$ cat config.mk
export PLATFORM = sky130hd
export DESIGN_NAME = decode_seq
export DESIGN_NICKNAME = d
export VERILOG_FILES = /design/src/rtl/decode_seq_pkg.sv /design/src/rtl/decode_seq_reg_list_scan.sv /design/src/rtl/decode_seq.sv
export SDC_FILE = /design/constraint.sdc
export NUM_CORES = 1
export LEC_CHECK = 0
export BUFFER_PORTS_ARGS = -buffer_cell sky130_fd_sc_hd__buf_4
export CORE_UTILIZATION = 38
export CTS_CLUSTER_SIZE = 28
export DETAILED_ROUTE_END_ITERATION = 7
export SETUP_SLACK_MARGIN = 0.3
export SLEW_MARGIN = 10
export SYNTH_ARGS = -nofsm -noshare
export SYNTH_HDL_FRONTEND = slang
export SYNTH_SLANG_ARGS = --single-unit
export TNS_END_PERCENT = 30
$ cat constraint.sdc
create_clock -name clk -period 3.4 [get_ports clk]
set_clock_uncertainty 0.15 [all_clocks]
set_input_delay 0.34 -clock clk [delete_from_list [all_inputs] [get_ports clk]]
set_output_delay 0.34 -clock clk [all_outputs]
set_load 0.01 [all_outputs]
$ cat src/rtl/decode_seq_pkg.sv
// Shared encodings for the registered decode stage: op classes, ALU function
// codes, control vectors and the sequencer state type.
package decode_pkg;

   typedef enum logic [1:0] {S_IDLE, S_MUL_WAIT, S_BLOCK} state_e;

   localparam logic [1:0] OP_DP  = 2'b00;
   localparam logic [1:0] OP_MEM = 2'b01;
   localparam logic [1:0] OP_BR  = 2'b10;
   localparam logic [1:0] OP_BLK = 2'b11;

   localparam logic [3:0] FN_AND = 4'b0000;
   localparam logic [3:0] FN_MUL = 4'b0001;
   localparam logic [3:0] FN_SUB = 4'b0010;
   localparam logic [3:0] FN_ADD = 4'b0100;
   localparam logic [3:0] FN_ORR = 4'b1100;
   localparam logic [3:0] FN_XOR = 4'b1101;
   localparam logic [3:0] FN_CMP = 4'b1111;

   localparam logic [2:0] ALUC_AND   = 3'b000;
   localparam logic [2:0] ALUC_XOR   = 3'b001;
   localparam logic [2:0] ALUC_SUB   = 3'b010;
   localparam logic [2:0] ALUC_ADD   = 3'b011;
   localparam logic [2:0] ALUC_CMP   = 3'b100;
   localparam logic [2:0] ALUC_ORR   = 3'b101;
   localparam logic [2:0] ALUC_MUL   = 3'b110;
   localparam logic [2:0] ALUC_OTHER = 3'b111;

   typedef struct packed {
      logic [1:0] reg_src;
      logic [1:0] imm_src;
      logic       alu_src;
      logic       mem_to_reg;
      logic       reg_w;
      logic       mem_w;
      logic       branch;
      logic       alu_op;
   } ctrl_t;

   localparam ctrl_t CV_DP_IMM = 10'b0000101001;
   localparam ctrl_t CV_DP_REG = 10'b0000001001;
   localparam ctrl_t CV_LDR    = 10'b0001111000;
   localparam ctrl_t CV_STR    = 10'b1001110100;
   localparam ctrl_t CV_BR     = 10'b0110100010;

   localparam logic [3:0] PC_REG = 4'd15;

   function automatic logic [2:0] alu_decode(input logic [3:0] fn);
      case (fn)
         FN_ADD:  return ALUC_ADD;
         FN_SUB:  return ALUC_SUB;
         FN_AND:  return ALUC_AND;
         FN_ORR:  return ALUC_ORR;
         FN_XOR:  return ALUC_XOR;
         FN_MUL:  return ALUC_MUL;
         FN_CMP:  return ALUC_CMP;
         default: return ALUC_OTHER;
      endcase
   endfunction

endpackage

$ cat src/rtl/decode_seq_reg_list_scan.sv
// Combinational lowest-set-bit finder over a register list; also returns the
// list with that bit cleared.
module reg_list_scan #(
   parameter int unsigned LIST_W = 16
) (
   input  logic [LIST_W-1:0] mask,
   output logic [3:0]        index,
   output logic              found,
   output logic [LIST_W-1:0] rest
);

   always_comb begin
      index = '0;
      found = 1'b0;
      for (int unsigned i = 0; i < LIST_W; i++) begin
         if (mask[i] && !found) begin
            index = 4'(i);
            found = 1'b1;
         end
      end
      rest = mask & (mask - LIST_W'(1));
   end

endmodule

$ cat src/rtl/decode_seq.sv
// Registered decode stage with valid/ready handshake, flush, multi-cycle MUL
// hold and block-transfer expansion into one micro-op per register-list bit.
module decode_seq
   import decode_pkg::*;
#(
   parameter int unsigned LIST_W     = 16,
   parameter int unsigned MUL_CYCLES = 2,
   parameter int unsigned OFF_W      = 8,
   parameter int unsigned ALUC_W     = 3
) (
   input  logic              clk,
   input  logic              reset,
   input  logic              in_valid,
   output logic              in_ready,
   input  logic [1:0]        op,
   input  logic [5:0]        funct,
   input  logic [3:0]        rd,
   input  logic [LIST_W-1:0] reg_list,
   input  logic              flush,
   output logic              out_valid,
   input  logic              out_ready,
   output logic [1:0]        reg_src,
   output logic [1:0]        imm_src,
   output logic              alu_src,
   output logic              mem_to_reg,
   output logic              reg_w,
   output logic              mem_w,
   output logic              pcs,
   output logic [1:0]        flag_w,
   output logic [ALUC_W-1:0] alu_control,
   output logic [3:0]        uop_rd,
   output logic [OFF_W-1:0]  uop_offset,
   output logic              uop_last,
   output logic              busy
);

   localparam int unsigned CNT_W = (MUL_CYCLES > 1) ? $clog2(MUL_CYCLES) : 1;

   state_e              state_q, state_d;
   logic [CNT_W-1:0]    mul_cnt_q, mul_cnt_d;
   logic [LIST_W-1:0]   mask_q, mask_d;
   logic [OFF_W-1:0]    k_q, k_d;
   logic                blk_load_q, blk_load_d;
   logic                out_valid_q, out_valid_d;
   ctrl_t               ctrl_q, ctrl_d;
   logic [2:0]          aluc_q, aluc_d;
   logic [1:0]          flag_q, flag_d;
   logic [3:0]          uop_rd_q, uop_rd_d;
   logic [OFF_W-1:0]    uop_offset_q, uop_offset_d;
   logic                uop_last_q, uop_last_d;

   ctrl_t               dec_ctrl, blk_ctrl;
   logic [2:0]          dec_aluc;
   logic [1:0]          dec_flag;
   logic                dec_is_mul, blk_ld, accept, fire;
   logic [LIST_W-1:0]   scan_in, scan_rest;
   logic [3:0]          scan_idx;
   logic                scan_found;

   // One scanner serves both the accepting edge (fresh list) and later micro-ops.
   assign scan_in = (state_q == S_BLOCK) ? mask_q : reg_list;

   reg_list_scan #(.LIST_W(LIST_W)) u_scan (
      .mask  (scan_in),
      .index (scan_idx),
      .found (scan_found),
      .rest  (scan_rest)
   );

   always_comb begin
      case (op)
         OP_DP:   dec_ctrl = funct[5] ? CV_DP_IMM : CV_DP_REG;
         OP_MEM:  dec_ctrl = funct[0] ? CV_LDR : CV_STR;
         OP_BR:   dec_ctrl = CV_BR;
         default: dec_ctrl = funct[0] ? CV_LDR : CV_STR;
      endcase
      if (dec_ctrl.alu_op) begin
         dec_aluc = alu_decode(funct[4:1]);
         dec_flag = {funct[0], funct[0] & ((funct[4:1] == FN_ADD) | (funct[4:1] == FN_SUB))};
      end else begin
         dec_aluc = ALUC_ADD;
         dec_flag = '0;
      end
      dec_is_mul = (op == OP_DP) && (funct[4:1] == FN_MUL);
      blk_ld     = (state_q == S_BLOCK) ? blk_load_q : funct[0];
      blk_ctrl   = blk_ld ? CV_LDR : CV_STR;
      if (!scan_found) begin
         blk_ctrl.reg_w = 1'b0;
         blk_ctrl.mem_w = 1'b0;
      end
   end

   always_ff @(posedge clk) begin
      if (reset) begin
         state_q      <= S_IDLE;
         mul_cnt_q    <= '0;
         mask_q       <= '0;
         k_q          <= '0;
         blk_load_q   <= 1'b0;
         out_valid_q  <= 1'b0;
         ctrl_q       <= '0;
         aluc_q       <= '0;
         flag_q       <= '0;
         uop_rd_q     <= '0;
         uop_offset_q <= '0;
         uop_last_q   <= 1'b0;
      end else begin
         state_q      <= state_d;
         mul_cnt_q    <= mul_cnt_d;
         mask_q       <= mask_d;
         k_q          <= k_d;
         blk_load_q   <= blk_load_d;
         out_valid_q  <= out_valid_d;
         ctrl_q       <= ctrl_d;
         aluc_q       <= aluc_d;
         flag_q       <= flag_d;
         uop_rd_q     <= uop_rd_d;
         uop_offset_q <= uop_offset_d;
         uop_last_q   <= uop_last_d;
      end
   end

   always_comb begin
      state_d      = state_q;
      mul_cnt_d    = mul_cnt_q;
      mask_d       = mask_q;
      k_d          = k_q;
      blk_load_d   = blk_load_q;
      out_valid_d  = out_valid_q;
      ctrl_d       = ctrl_q;
      aluc_d       = aluc_q;
      flag_d       = flag_q;
      uop_rd_d     = uop_rd_q;
      uop_offset_d = uop_offset_q;
      uop_last_d   = uop_last_q;
      accept       = in_valid & in_ready;
      fire         = out_valid_q & out_ready;
      if (flush) begin
         state_d     = S_IDLE;
         out_valid_d = 1'b0;
         mul_cnt_d   = '0;
         mask_d      = '0;
         k_d         = '0;
      end else begin
         case (state_q)
            S_IDLE: begin
               if (accept) begin
                  out_valid_d  = 1'b1;
                  ctrl_d       = dec_ctrl;
                  aluc_d       = dec_aluc;
                  flag_d       = dec_flag;
                  uop_rd_d     = rd;
                  uop_offset_d = '0;
                  uop_last_d   = 1'b1;
                  if (op == OP_BLK) begin
                     // First micro-op issues on the accepting edge; mask keeps the rest.
                     ctrl_d     = blk_ctrl;
                     aluc_d     = ALUC_ADD;
                     flag_d     = '0;
                     uop_rd_d   = scan_found ? scan_idx : 4'd0;
                     uop_last_d = !scan_found || (scan_rest == '0);
                     mask_d     = scan_rest;
                     k_d        = OFF_W'(1);
                     blk_load_d = funct[0];
                     state_d    = S_BLOCK;
                  end else if (dec_is_mul && (MUL_CYCLES > 1)) begin
                     out_valid_d = 1'b0;
                     mul_cnt_d   = CNT_W'(MUL_CYCLES - 1);
                     state_d     = S_MUL_WAIT;
                  end
               end else if (out_ready) begin
                  out_valid_d = 1'b0;
               end
            end
            S_MUL_WAIT: begin
               if (mul_cnt_q == CNT_W'(1)) begin
                  out_valid_d = 1'b1;
                  mul_cnt_d   = '0;
                  state_d     = S_IDLE;
               end else begin
                  mul_cnt_d = mul_cnt_q - CNT_W'(1);
               end
            end
            default: begin
               if (fire) begin
                  if (uop_last_q) begin
                     out_valid_d = 1'b0;
                     k_d         = '0;
                     state_d     = S_IDLE;
                  end else begin
                     ctrl_d       = blk_ctrl;
                     uop_rd_d     = scan_idx;
                     uop_offset_d = k_q << 2;
                     uop_last_d   = (scan_rest == '0);
                     mask_d       = scan_rest;
                     k_d          = k_q + OFF_W'(1);
                  end
               end
            end
         endcase
      end
   end

   always_comb begin
      in_ready    = !reset && !flush && (state_q == S_IDLE) && (!out_valid_q || out_ready);
      busy        = (state_q != S_IDLE);
      out_valid   = out_valid_q;
      reg_src     = ctrl_q.reg_src;
      imm_src     = ctrl_q.imm_src;
      alu_src     = ctrl_q.alu_src;
      mem_to_reg  = ctrl_q.mem_to_reg;
      reg_w       = ctrl_q.reg_w & out_valid_q;
      mem_w       = ctrl_q.mem_w & out_valid_q;
      pcs         = out_valid_q & (((uop_rd_q == PC_REG) & ctrl_q.reg_w) | ctrl_q.branch);
      flag_w      = out_valid_q ? flag_q : 2'b00;
      alu_control = ALUC_W'(aluc_q);
      uop_rd      = uop_rd_q;
      uop_offset  = uop_offset_q;
      uop_last    = uop_last_q;
   end

endmodule

==> metrics.csv <==
metric,value,unit
dp_slack,0.545,ns
die_w,91.1,um
drc,0,
vias,3235,
numCtsBuffers,5,
crit_chain,"nand2b_1, buf_4, mux2i_1, nand4_1, or3_1, o221ai_1, a31o_1",
first_pass_iters,5,
n_antenna_cell,0,
startpoint_type,flip-flop,
synth_ff_type,dfxtp_1,
multi_input_area,0.00187,mm2
slew_headroom,51.6,%
synth_warnings,0,
netlist.area_leader.share,31.9,%
portBuffers,60,
final-max-slew-violation-count,0,
grt_usage,21.5,%
clk_latency,0.31,ns
cts_buffer_depth,2,
vias_per_cell,5.80,
slowest_stage,dfxtp_1,
path_clk_slew,0.10,ns
root_buffer,clkbuf_8,
nNetsFinal,489,
synthesis.instances,404,
maxCapViolCount,0,
timing.fmax,349,MHz
synth_area_leader_cell,dfxtp_1,
post-route-min-period,2.86,ns
area_growth,20.7,%
ant_nets,0,
grt_pass1_wl,14500,um
cts.sinks,48,
hold_buffers,0,
drive_above_1_share,19.5,%
gr-total-overflow,0,
num_rows,32,
syn_area_per_cell,7.46,um2
setup_tns,0,ns
p_leak,1.43,nW
arrival,2.97,ns
timing.final.ws_setup,0.537,ns
cts_setup_buffers,0,
ios,63,
die_area,0.00830,mm2
endpoint_kind,flip-flop,
core,0.00769,mm2
hold_path.class,in2reg,
p_total,1.13,mW
htreeDepth,2,
rsz0062_at_grt,false,
post_cts_resized,0,
start_util,39.2,%
setup_viol,0,
routed_wl,8800,um
max-vdd-ir-drop,176,uV
first_iter_violations,288,
synth-edff-count,0,
die_h,91.1,um
grt_max_degree,26,
worst_slew_pin_slew,0.719,ns
power_density,310,mW/mm2
cts_tree,yes,
critPathRequiredTime,3.50,ns
antenna_found_initial,0,
path_class,reg2reg,
fillCellCount,820,
slowest_delay,0.58,ns
ys_seq_area_share,31.9,%
routabilityCongestion,0.926,
outcome,"complete, no violations",
critical_path.max_fanout,13,
seq_area,961,um2
hpwlAfterDp,6510,um
first_global_vias,2922,
wl_per_cell,15.8,um
yosysMostFrequentCell,nor2_1,
synth_cell_types,62,
postSynthRegisterBits,48,
synth_area,0.00302,mm2
async_flop_share,0,%
synthTopCellsByCount,"nor2_1, dfxtp_1, a21oi_1, nand2_1, nand3_1",
min_period_over_period,84.2,%
synth.area.top_cells,"dfxtp_1, a21oi_1, nor2_1, nand2_1, mux2i_1",
hold_viol_final,0,
per-layer routing:
layer  vias to the layer above  global-route usage [%]  part of all wire [%]
li1                       1574                       -                     -
met1                      1535                    29.5                    46
met2                       116                    34.9                    47
met3                        10                    3.27                   6.4
met4                         0                    5.82                   1.1
met5                         -                       0                     0
cell usage in the layout, fill, tap and decap left out, types with 3 or more instances in the layout:
cell       count
o31a_1         4
o211ai_1       5
a21oi_1       47
and2_1         4
nand2_1       47
and3_1         3
mux2i_1       14
xor2_1         4
inv_1          8
o22ai_1        3
a31oi_1        7
dfxtp_1       48
buf_4         74
nor2_1        50
nor2b_1        3
nor3_1         9
a21o_1         5
a211oi_1       7
or3_1          5
o21ai_1        3
a32oi_1        3
o31ai_1        3
nand2b_1       4
a311oi_1       3
o21ai_0       14
clkbuf_8       6
a211o_1        3
o2111ai_1      3
nor3b_1        4
nand3_1       19
nand4_1        7
path summary, 6_finish.rpt:
check	start	endpoint	cells after the start	slack, ns
worst min-delay path	funct[5]	alu_src	3	0.15
worst min register to register	flag_q[0]	flag_q[0]	2	0.30
worst max-delay path	state_q[0]	uop_last	7	0.54
worst max register to register	state_q[0]	uop_last	7	0.54
stage by stage:
stage / utilization (%) / cell area [um2] / cells / hold slack, ns
floorplan: - / 3020 / 405 / 0.277
global placement: 46.0 / 3540 / 550 / 0.288
detailed placement: 46.0 / 3540 / 550 / 0.290
CTS: 47.3 / 3630 / 558 / 0.151
global route: 47.3 / 3640 / 558 / 0.156
finish: 47.3 / 3640 / 558 / 0.150
worst max-delay path: cells and delay by family, from the launching register on:
family,cells,cell delay (ns)
multiplexers,1,0.28
flip-flops,1,0.58
AO/OA/AOI/OAI,2,0.39
buffers and inverters,1,0.26
AND/OR/NAND/NOR,3,1.15
kinds of logic after synthesis:
family,share of synthesized area (%)
simple gates,26.8
compound gates,27.1
flops,31.9
buf+inv,6.51
mux,5.02
xor+xnor,1.45
fa+ha+maj,1.08
other cells,0.124
where the power goes:
part | internal (mW) | total, mW | switching (mW)
Sequential | 0.569 | 0.576 | 0.00713
Combinational | 0.0725 | 0.171 | 0.0987
Clock | 0.165 | 0.381 | 0.215
state kept, by name, indices dropped and copies added, names as in the netlist:
signal,cells
uop_last,1
state_q,2
uop_offset,6
out_valid,1
blk_load_q,1
imm_src,1
alu_src,1
k_q,6
uop_rd,4
mul_cnt_q,1
reg_src,2
alu_control,3
flag_q,2
mask_q,15
ctrl_q,2
layout make-up:
class | count | area share (%)
Timing Repair Buffer | 74 | 15.3
Clock inverter | 2 | 0.413
Clock buffer | 6 | 2.27
Sequential cell | 48 | 26.4
Tap cell | 102 | 3.51
Multi-Input combinational cell | 318 | 51.3
Inverter | 8 | 0.825
Note: power is estimated with default switching activity, not from simulation.
